`src/rtl/sweep_counter_pkg.sv`:
```
// rtl/sweep_counter_pkg.sv - shared mode encodings and width default for the sweep counter
package sweep_counter_pkg;

  localparam int WIDTH_DEFAULT = 8;

  typedef enum logic [1:0] {
    MODE_UP   = 2'd0,
    MODE_DOWN = 2'd1,
    MODE_TRI  = 2'd2,
    MODE_HOLD = 2'd3
  } mode_e;

  // Saturate a requested value to the inclusive upper bound.
  function automatic logic [WIDTH_DEFAULT-1:0] clamp_default(
    input logic [WIDTH_DEFAULT-1:0] value,
    input logic [WIDTH_DEFAULT-1:0] bound
  );
    return (value > bound) ? bound : value;
  endfunction

endpackage

```
`src/rtl/sweep_counter_if.sv`:
```
// rtl/sweep_counter_if.sv - control and status bundle between a driver and the sweep counter
interface sweep_counter_if
  import sweep_counter_pkg::*;
#(
  parameter int WIDTH = WIDTH_DEFAULT
);

  logic             en;
  mode_e            mode;
  logic [WIDTH-1:0] step;
  logic [WIDTH-1:0] limit;
  logic             load;
  logic [WIDTH-1:0] load_value;
  logic [WIDTH-1:0] count;
  logic             dir;
  logic             wrap;

  modport master (
    output en, mode, step, limit, load, load_value,
    input  count, dir, wrap
  );

  modport slave (
    input  en, mode, step, limit, load, load_value,
    output count, dir, wrap
  );

endinterface

```
`src/rtl/sweep_counter_next.sv`:
```
// rtl/sweep_counter_next.sv - combinational next count, direction and wrap for the sweep counter
module sweep_counter_next
  import sweep_counter_pkg::*;
#(
  parameter int WIDTH = WIDTH_DEFAULT
) (
  input  logic             en,
  input  mode_e            mode,
  input  logic [WIDTH-1:0] step,
  input  logic [WIDTH-1:0] limit,
  input  logic             load,
  input  logic [WIDTH-1:0] load_value,
  input  logic [WIDTH-1:0] count,
  input  logic             dir,
  output logic [WIDTH-1:0] count_nxt,
  output logic             dir_nxt,
  output logic             wrap_nxt
);

  // One extra bit keeps count + step from aliasing back below limit.
  logic [WIDTH:0]   sum_x;
  logic [WIDTH:0]   limit_x;
  logic [WIDTH-1:0] diff;
  logic             above_limit;
  logic             below_step;
  logic             at_or_below_step;

  assign sum_x            = {1'b0, count} + {1'b0, step};
  assign limit_x          = {1'b0, limit};
  assign diff             = count - step;
  assign above_limit      = count > limit;
  assign below_step       = count < step;
  assign at_or_below_step = count <= step;

  always_comb begin
    count_nxt = count;
    dir_nxt   = dir;
    wrap_nxt  = 1'b0;
    if (load) begin
      count_nxt = (load_value > limit) ? limit : load_value;
      dir_nxt   = 1'b0;
    end else if (en) begin
      case (mode)
        MODE_UP: begin
          if (sum_x > limit_x) begin
            count_nxt = '0;
            wrap_nxt  = 1'b1;
          end else begin
            count_nxt = sum_x[WIDTH-1:0];
          end
        end
        MODE_DOWN: begin
          if (above_limit) begin
            count_nxt = limit;
          end else if (below_step) begin
            count_nxt = limit;
            wrap_nxt  = 1'b1;
          end else begin
            count_nxt = diff;
          end
        end
        MODE_TRI: begin
          if (!dir) begin
            if (sum_x >= limit_x) begin
              count_nxt = limit;
              dir_nxt   = 1'b1;
            end else begin
              count_nxt = sum_x[WIDTH-1:0];
            end
          end else begin
            // A lowered limit pulls the falling edge back inside the range first.
            if (above_limit) begin
              count_nxt = limit;
            end else if (at_or_below_step) begin
              count_nxt = '0;
              dir_nxt   = 1'b0;
              wrap_nxt  = 1'b1;
            end else begin
              count_nxt = diff;
            end
          end
        end
        default: begin
          count_nxt = count;
        end
      endcase
    end
  end

endmodule

```
`src/rtl/sweep_counter.sv`:
```
// rtl/sweep_counter.sv - up/down/triangle sweep counter with load and one-cycle wrap pulse
module sweep_counter
  import sweep_counter_pkg::*;
#(
  parameter int WIDTH = WIDTH_DEFAULT
) (
  input  logic              clk,
  input  logic              rst,
  sweep_counter_if.slave    bus
);

  logic [WIDTH-1:0] count_q;
  logic             dir_q;
  logic             wrap_q;
  logic [WIDTH-1:0] count_nxt;
  logic             dir_nxt;
  logic             wrap_nxt;

  sweep_counter_next #(
    .WIDTH (WIDTH)
  ) u_next (
    .en         (bus.en),
    .mode       (bus.mode),
    .step       (bus.step),
    .limit      (bus.limit),
    .load       (bus.load),
    .load_value (bus.load_value),
    .count      (count_q),
    .dir        (dir_q),
    .count_nxt  (count_nxt),
    .dir_nxt    (dir_nxt),
    .wrap_nxt   (wrap_nxt)
  );

  always_ff @(posedge clk) begin
    if (rst) begin
      count_q <= '0;
      dir_q   <= 1'b0;
      wrap_q  <= 1'b0;
    end else begin
      count_q <= count_nxt;
      dir_q   <= dir_nxt;
      wrap_q  <= wrap_nxt;
    end
  end

  assign bus.count = count_q;
  assign bus.dir   = dir_q;
  assign bus.wrap  = wrap_q;

endmodule

```
`src/flat_wrapper.sv`:
```
// flat-port wrapper written by rule: the top's interface ports become plain ports
module sweep_counter_flat import sweep_counter_pkg::*;
#(
  parameter int WIDTH = WIDTH_DEFAULT
)
  (clk, rst, bus_en, bus_mode, bus_step, bus_limit, bus_load, bus_load_value, bus_count, bus_dir, bus_wrap);
  sweep_counter_if #(.WIDTH(WIDTH)) bus_i ();
  input  logic clk;
  input  logic rst;
  input wire logic [$bits(bus_i.en)-1:0] bus_en;
  input wire logic [$bits(bus_i.mode)-1:0] bus_mode;
  input wire logic [$bits(bus_i.step)-1:0] bus_step;
  input wire logic [$bits(bus_i.limit)-1:0] bus_limit;
  input wire logic [$bits(bus_i.load)-1:0] bus_load;
  input wire logic [$bits(bus_i.load_value)-1:0] bus_load_value;
  output wire logic [$bits(bus_i.count)-1:0] bus_count;
  output wire logic [$bits(bus_i.dir)-1:0] bus_dir;
  output wire logic [$bits(bus_i.wrap)-1:0] bus_wrap;
  assign bus_i.en = bus_en;
  assign bus_i.mode = bus_mode;
  assign bus_i.step = bus_step;
  assign bus_i.limit = bus_limit;
  assign bus_i.load = bus_load;
  assign bus_i.load_value = bus_load_value;
  assign bus_count = bus_i.count;
  assign bus_dir = bus_i.dir;
  assign bus_wrap = bus_i.wrap;
  sweep_counter #(.WIDTH(WIDTH)) u_core (.clk(clk), .rst(rst), .bus(bus_i));
endmodule
```
`config.mk`:
```
export PLATFORM = sky130hd
export DESIGN_NAME = sweep_counter_flat
export DESIGN_NICKNAME = d
export VERILOG_FILES = /design/src/rtl/sweep_counter_pkg.sv /design/src/rtl/sweep_counter_if.sv /design/src/rtl/sweep_counter_next.sv /design/src/rtl/sweep_counter.sv /design/src/flat_wrapper.sv
export SDC_FILE = /design/constraint.sdc
export NUM_CORES = 1
export LEC_CHECK = 0
export ABC_AREA = 1
export CAP_MARGIN = 20
export CELL_PAD_IN_SITES_DETAIL_PLACEMENT = 1
export CELL_PAD_IN_SITES_GLOBAL_PLACEMENT = 2
export CORE_UTILIZATION = 27
export CTS_CLUSTER_DIAMETER = 150
export DETAILED_ROUTE_END_ITERATION = 8
export PLACE_DENSITY = 0.81
export SYNTH_ARGS = -nofsm -noshare
export SYNTH_HDL_FRONTEND = slang
export SYNTH_SLANG_ARGS = --single-unit
```
`constraint.sdc`:
```
create_clock -name clk -period 2.6 [get_ports clk]
set_input_delay 0.26 -clock clk [delete_from_list [all_inputs] [get_ports clk]]
set_output_delay 0.26 -clock clk [all_outputs]
set_load 0.1 [all_outputs]
```
---- Word level (Yosys, flattened, before mapping) ----
Index checks and enable logic that the tools add are counted.
word-level totals
  register bits ........................... 10
  latch bits .............................. 0
  RAM bits ................................ 0
  bits in read-only memories .............. 0
  output and inout port bits .............. 10
  word-level logic and storage cells ...... 43
  memories ................................ 0
operators by class
  add/sub/neg operators ................... 2
  multipliers ............................. 0
  div/mod/pow operators ................... 0
  order comparisons ....................... 6
  equal/unequal tests ..................... 2
  shift-type cells ........................ 0
  multiplexer cells ....................... 22
  bitwise operators ....................... 1
  reductions and logical operators ........ 7
operators by type and width
  operator              number
  $mux W8               10
  $pmux W8 S3           1
  $gt A8 B8 Y1          2
  $mux W1               10
  $add A8 B8 Y9         1
  $ge A9 B8 Y1          1
  $gt A9 B8 Y1          1
  $le A8 B8 Y1          1
  $lt A8 B8 Y1          1
  $sub A8 B8 Y8         1
  $reduce_and A2 Y1     2
  $reduce_bool A4 Y1    1
  $pmux W1 S3           1
  $reduce_or A3 Y1      1
  $eq A2 B1 Y1 const B  1
  $eq A2 B2 Y1 const B  1
  $logic_not A2 Y1      1
  $reduce_bool A2 Y1    1
  $reduce_or A2 Y1      1
  $not A1 Y1            1

---- Longest topological paths before layout ----
Gate-level depths: netlist (run 1).
  word-level depth ........................ 7
  mapped depth ............................ 23
  gate-level depth less buffers ........... 22

---- By module ----
Synthesis (run 1) repeated with hierarchy kept, for this count alone.
second synthesis, totals
  cells, all modules ...................... 464
  area total of the unflattened synthesis .. 2620.0 µm²
by module, submodules not included
  module              instances  cells an instance  area an instance (µm²)
  sweep_counter_next  1          433                2333.5
  sweep_counter       1          31                 286.5

---- Worst setup path after synthesis (run 1) ----
Ideal clock, no wire load.
  kind .................................... register to register
  from .................................... register u_core.count_q[2] (netlist: u_core.bus.count[2])
  to ...................................... register u_core.count_q[7] (netlist: u_core.bus.count[7])
  library setup time ...................... 0.069 ns
  arrival time ............................ 3.327 ns
  required time ........................... 2.531 ns
  setup slack ............................. -0.796 ns
  stages on the path, launching flop included .. 23
  buffers on the path ..................... 1
  clock period less this slack ............ 3.396 ns
  path through ............................ dfxtp_1 -> ha_1 -> buf_6 -> nor2_1 -> nand2_1 -> nand3_1 -> xor2_1 -> inv_1 -> ha_1 -> nand2_1 -> nor2_1 -> nand2_1 -> nand3_1 -> nand2_1 -> nand2_1 -> nand2_4 -> nand3_4 -> nand2_1 -> nand3_1 -> nand2_1 -> nand2_1 -> nand2_1 -> a21oi_2
on the way
  word-level cells in the longest chain between the ends .. 7
ends and longest elaborated chain
  what                                            line                                                text
  from (decl)                                     sweep_counter.sv:12                                 logic [WIDTH-1:0] count_q;
  from (signal assigned)                          sweep_counter.sv:41                                 count_q <= count_nxt;
  $add A8 B8 Y9, or another cell as far along     sweep_counter_next.sv:28                            assign sum_x = {1'b0, count} + {1'b0, step};
  $ge A9 B8 Y1 / $mux W8 (equally long branches)  sweep_counter_next.sv:64, sweep_counter_next.sv:74
  $mux W8 (on tied branches)                      sweep_counter_next.sv:64, sweep_counter_next.sv:72
  $mux W8                                         sweep_counter_next.sv:63                            if (!dir) begin
  $pmux W8 S3 *                                   sweep_counter_next.sv:43                            case (mode)
  $mux W8 *                                       sweep_counter_next.sv:42                            end else if (en) begin
  $mux W8 *                                       sweep_counter_next.sv:39                            if (load) begin
Every way passes the cells marked *; elsewhere a longest branch is shown, timed or not. The select of a mux whose other input is x is not followed.
A chain may end at the register's enable or synchronous reset.

---- Worst setup path after layout (run 1) ----
  from .................................... register u_core.count_q[0] (netlist: u_core.bus.count[0])
  to ...................................... register u_core.count_q[3] (netlist: u_core.bus.count[3])
The elaborated chain is that of the path after synthesis.

==> impl_metrics.toml, run 1 <==
[clock_network]
root_buffer = "clkbuf_8"
clkSlewWorstSetupHoldPaths_ns = 0.06
cts_made_buffers = 3
clockBufferDepth = 2
h-tree-depth = 1
ctsHoldBuffers = 0
cts_sinks = 10
insertion_delay_ns = 0.24
cts_tree = "built"

[critical_path]
slowest_stage = "fa_2"
crit_type = "flip-flop to flip-flop"
r2r_cells = 19
path_cells = "ha_4 > fa_2 > buf_4 > xnor2_2 > ha_1 > nand2_1 > nor2_4 > nand2_2 > nand3_2 > nand2_1 > nand2_2 > nand2_4 > buf_6 > nand4_1 > nand3_2 > nand2_2 > nand2_2 > nand2_2 > a21oi_2"
worst_setup_path_start_kind = "flip-flop"
path_common_cell = "nand2_2"
critPathCaptureType = "flip-flop"
timing.rr.end = "u_core.bus.count[3]"
worstReg2RegStart = "u_core.bus.count[0]"
rrSetupSlack_ns = -0.26
cp_max_fo = 7
crit_required_ns = 2.77
worst_ep_arrival_time_ns = 3.03
slowest_delay_ns = 0.37

[logic_synthesis]
syn-num-nets = 534
netlist_area_um2 = 2770
avgSynthCellArea_um2 = 6.05
ys_seq_elements = 10
synth_cells = 458
ys.flop_type = "dfxtp_1"
synth_edf_count = 0
yosys.area.top_type = "ha_1"
ys_top_cells_by_area = "ha_1, nand2_1, inv_1"
synth_most_common_cell = "nand2_1"
synth_warnings = 0
ys_types = 39
synth_common_cells = "nand2_1, inv_1, ha_1"
synth_top_cell_area_share_pct = 19.9
synth.yosys.seq_area_share_pct = 7.22
async_flop_share_pct = 0

[sta]
fmax_mhz = 350
finalHoldViolCount = 0
rsz0062_at_grt = "yes"
hold_ws_ns = 0.692
slew_violations = 0
setup_viol = 10
clock_skew_ns = 0.00155
period_needed_ns = 2.86
slew_headroom_pct = 73.2
fin_ws_ns = -0.256
worstMarginPinSlew_ns = 0.400
period_share_pct = 110

[drt]
num_vias = 3563
vias_per_cell = 4.87
dr.pass1.iters = 4
wl_um = 12600
drc = 0
drtAntennaViolNets = 0
drt-initial-drc-count = 193
routedWlPerCell_um = 17.2

[grt]
grt_max_degree = 19
grtUsageTotal_pct = 25.2
grt_pass1_wl_um = 19800
antenna_found_initial = 0
grt_overflow = 0
grt_pass1_vias = 3783

[die]
start_util_pct = 28.1
dieArea_um2 = 10700
rows = 36
die_w_um = 103
pin_count = 40
core_um2 = 9860
die_height_um = 103

[placed_design]
gp_congestion = 0.926
dp.final_hpwl_um = 10500
place_ws_ns = -0.772
port_buffers = 39

[pwr]
pwr-share-seq_pct = 9.2
pwr-share-comb_pct = 82.6
leakagePower_uw = 0.00230
switching_share_pct = 51.8
power.share.clock_pct = 8.2
power.switching_uw = 1140
p_int_uw = 1060
ir_drop_mv = 0.246
power.density_nw_per_um2 = 486

[finish]
layout-drive-gt1-share_pct = 40.3
n_antenna_cell = 0
area_delta_synth_final_pct = 63.5
final_net_count = 675

[flow_run]
cap_violations = 0

[min_path]
hp-class = "input port to flip-flop"
hold_start = "bus_en"
hold-path-endpoint = "u_core.bus.wrap"
worstHoldPathCells = 3

[outcome]
outcome = "finished, violations left"
violations = "setup timing"
## cell usage in the layout (no fill, tap or decap), types with 2 or more instances in the layout
master / n
dlygate4sd2_1: 7
inv_1: 47
nand3_1: 29
nand2_1: 102
clkinv_1: 3
dfxtp_1: 2
inv_4: 2
nor2_4: 8
ha_1: 32
xor2_1: 3
nand2_2: 36
nand3_2: 9
ha_4: 12
o21ai_1: 4
nand2_4: 8
buf_6: 4
nand4_1: 14
dfxtp_4: 7
inv_2: 15
buf_12: 2
o21ai_0: 20
buf_4: 108
nor2_1: 30
clkbuf_8: 3
a21oi_2: 12
clkdlybuf4s50_1: 22
nand3_4: 2
a21oi_1: 34
## layer usage
| layer | vias up | part of all wire (%) | track usage [%] |
|---|---|---|---|
| li1 | 1779 | - | - |
| met1 | 1658 | 46 | 31.9 |
| met2 | 96 | 45 | 42.5 |
| met3 | 30 | 4.6 | 4.17 |
| met4 | 0 | 4.3 | 10.1 |
| met5 | - | 0 | 0 |
## repair_timing
action,CTS,global route
setup endpoints to repair,10,10
setup buffers,11,3
gates resized for setup,47,25
cloned,2,0
pin swaps,32,25
## worst max-delay path by stage
stage                        start                  end  slack, ns  depth (start not counted)
2_1_floorplan  u_core.bus.count[0]  u_core.bus.count[7]       -0.1                         14
5_1_grt        u_core.bus.count[0]  u_core.bus.count[5]      -0.38                         20
6_report       u_core.bus.count[0]  u_core.bus.count[3]      -0.26                         19
3_5_place_dp           bus_step[0]  u_core.bus.count[3]      -0.77                         21
4_1_cts        u_core.bus.count[0]  u_core.bus.count[5]      -0.23                         21
3_3_place_gp           bus_step[0]  u_core.bus.count[3]      -0.68                         21
## registers in the layout, summed over array words and instances, names as in the netlist
register,cells
u_core.bus.count,8
u_core.bus.dir,1
u_core.bus.wrap,1
## metrics by stage
step,utilization (%),setup TNS [ns],std cells,instance area [um^2],total power (uW)
5_1_grt,45.9,-3.39,731,4530,2360
3_5_place_dp,41.7,-6.39,711,4110,1760
2_1_floorplan,-,-0.689,458,2970,1120
4_1_cts,44.6,-1.96,728,4400,2080
3_3_place_gp,41.7,-5.70,711,4110,1720
6_report,45.9,-2.09,731,4530,2200
## cell type report
type	count	area (um^2)
fillers	1274	5330
inverters	66	253
clock inverters	1	3.75
clock buffers	3	41.3
repair buffers	144	1200
flip-flops and latches	10	228
multi-input cells	374	2630
well taps	133	166
## power by group through the flow
| stage | Sequential (uW) | Clock [uW] | Combinational, uW |
|---|---|---|---|
| finish | 203 | 180 | 1820 |
| detailed placement | 205 | 0 | 1550 |
| global route | 203 | 191 | 1960 |
| CTS | 203 | 182 | 1700 |
| global placement | 204 | 0 | 1520 |
| floorplan | 311 | 0 | 807 |
## critical path, delay by kind of cell (launching register included)
family	cells	cell delay (ns)
adders and majority gates	3	0.82
buffers and inverters	2	0.28
and+or+nand+nor	12	1.06
DFF	1	0.35
AOI/OAI and AO/OA	1	0.12
xor gates and xnor gates	1	0.13
## cell families (layout without fill, tap and decap cells)
logic type / Yosys count / count (layout) / synth area share [%]
adder cells (fa/ha/maj): 46 / 46 / 21.3
AND/OR/NAND/NOR: 244 / 245 / 40.7
AO/OA/AOI/OAI: 77 / 77 / 17.1
XOR/XNOR: 6 / 6 / 1.90
flip-flops: 10 / 10 / 7.22
buffers and inverters: 75 / 214 / 11.7
(Power assumes the default switching activity.)
==> run 2, diff against run 1 <==
RECOVER_POWER = 50   (was unset)
==> run 2 against run 1 <==
Net effect:
- the run still ends with setup timing left
- worst hold slack about the same
- clock power about the same
- routed wire length fell by 0.12%
- setup slack about the same
- critical path type unchanged
- design area decreased by 0.41%
- count of clock-buffer cells in the layout stayed put
- combinational power about the same
- utilization shrank 0.19 points
- sequential share of layout area is essentially flat
==> impl_metrics.toml, run 2 (same netlist as run 1, synthesis figures left out) <==
[die]
start_util_pct = 28.1
rows = 36
die_height_um = 103
pin_count = 40
dieArea_um2 = 10700
die_w_um = 103
core_um2 = 9860

[placed_design]
dp.final_hpwl_um = 10500
dp_cells = 711
port_buffers = 39
gp_congestion = 0.926
placed_cell_area_um2 = 4110
place_ws_ns = -0.772

[grt]
grt_overflow = 0
antenna_found_initial = 0
grt_pass1_vias = 3783
grt_max_degree = 19
grtUsageTotal_pct = 25.2
grt_pass1_wl_um = 19800

[sta]
slew_violations = 0
slew_headroom_pct = 22.7
fin_ws_ns = -0.256
fmax_mhz = 350
period_needed_ns = 2.86
finalHoldViolCount = 0
setup_viol = 10
worstMarginPinSlew_ns = 1.16
hold_ws_ns = 0.692
period_share_pct = 110
clock_skew_ns = 0.00247
rsz0062_at_grt = "yes"

[finish]
n_antenna_cell = 0
finalInstanceArea_um2 = 4510
stdcell_count = 731
layout-drive-gt1-share_pct = 39.5
final_cell_mix = "buf_4, nand2_1, inv_1, nand2_2, a21oi_1"
largest_register_ffs = 8
num-fill-cells = 1277
final_common_cell = "buf_4"
area_delta_synth_final_pct = 62.8
top_register = "u_core.bus.count"
final_net_count = 675

[clock_network]
h-tree-depth = 1
cts_sinks = 10
root_buffer = "clkbuf_8"
insertion_delay_ns = 0.24
clockBufferDepth = 2
ctsHoldBuffers = 0
cts_tree = "built"
cts_made_buffers = 3
clkSlewWorstSetupHoldPaths_ns = 0.06

[critical_path]
crit_type = "flip-flop to flip-flop"
path_cells = "ha_4 > fa_2 > buf_4 > xnor2_2 > ha_1 > nand2_1 > nor2_4 > nand2_2 > nand3_2 > nand2_1 > nand2_2 > nand2_4 > buf_6 > nand4_1 > nand3_2 > nand2_2 > nand2_2 > nand2_2 > a21oi_2"
worst_ep_arrival_time_ns = 3.03
critPathCaptureType = "flip-flop"
worst_setup_path_start_kind = "flip-flop"
cpLargestDelayFamily = "simple AND/OR/NAND/NOR gates"
cp_max_fo = 7
crit_required_ns = 2.77
path_common_cell = "nand2_2"
slowest_stage = "fa_2"
critPathBufInv = 2
slowest_delay_ns = 0.37

[flow_run]
cap_violations = 0

[drt]
routedWlPerCell_um = 17.2
dr.pass1.iters = 4
wl_um = 12600
drc = 0
num_vias = 3564
drtAntennaViolNets = 0
drt-initial-drc-count = 193
vias_per_cell = 4.88

[outcome]
violations = "setup timing"
outcome = "finished, violations left"

[pwr]
ir_drop_mv = 0.241
p_int_uw = 1050
power.density_nw_per_um2 = 487
leakagePower_uw = 0.00228
switching_share_pct = 52.0
pwr-share-comb_pct = 82.5
power.switching_uw = 1140
p_total_uw = 2200
pwr-share-seq_pct = 9.2
power.share.clock_pct = 8.2

[min_path]
hp-class = "input port to flip-flop"
## run 2: worst paths after layout
path | start | end | slack, ns | cells past startpoint
min reg2reg | u_core.bus.count[0] | u_core.bus.count[0] | 0.69 | 3
min | bus_en | u_core.bus.wrap | 0.69 | 3
max reg2reg | u_core.bus.count[0] | u_core.bus.count[3] | -0.26 | 19
max | u_core.bus.count[0] | u_core.bus.count[3] | -0.26 | 19
## run 2: worst reg2reg max path: stages (launching register included)
cell and delay [ns]:
dfxtp_4 0.35, ha_4 0.16, fa_2 0.37, buf_4 0.16
xnor2_2 0.13, ha_1 0.29, nand2_1 0.12, nor2_4 0.06
nand2_2 0.05, nand3_2 0.05, nand2_1 0.08, nand2_2 0.06
nand2_4 0.14, buf_6 0.12, nand4_1 0.14, nand3_2 0.12
nand2_2 0.09, nand2_2 0.09, nand2_2 0.06, a21oi_2 0.12
## run 2: stage by stage
stage | utilization, % | setup TNS [ns]
6_report | 45.7 | -2.07
5_1_grt | 45.7 | -3.39
4_1_cts | 44.6 | -1.96
3_5_place_dp | 41.7 | -6.39
3_3_place_gp | 41.7 | -5.70
2_1_floorplan | - | -0.689
## run 2: final cells by class
type | count | area [um^2] | area share, %
multi-input combinational | 374 | 2630 | 58.4
timing repair buffer | 144 | 1190 | 26.3
inverter | 66 | 253 | 5.60
sequential | 10 | 228 | 5.05
tap | 133 | 166 | 3.69
clock buffer | 3 | 41.3 | 0.915
clock inverter | 1 | 3.75 | 0.0832
## run 2: power by group through the flow
stage / Sequential [uW] / Combinational (uW) / Clock, uW
after floorplan: 311 / 807 / 0
after global placement: 204 / 1520 / 0
after detailed placement: 205 / 1550 / 0
after CTS: 203 / 1700 / 182
after global routing: 203 / 1960 / 191
final: 203 / 1810 / 181
## run 2: per-layer routing
metal | vias to the layer above | GRT usage [%] | wire [um]
li1 | 1779 | - | -
met1 | 1660 | 31.9 | 5700
met2 | 96 | 42.5 | 5730
met3 | 29 | 4.17 | 616
met4 | 0 | 10.1 | 535
met5 | - | 0 | 0
## run 2: timing repair
| item | in CTS | in global routing |
|---|---|---|
| pin swaps | 32 | 25 |
| cloned | 2 | 0 |
| setup endpoints to repair | 10 | 10 |
| gates resized for setup | 47 | 25 |
| buffers inserted | 11 | 3 |
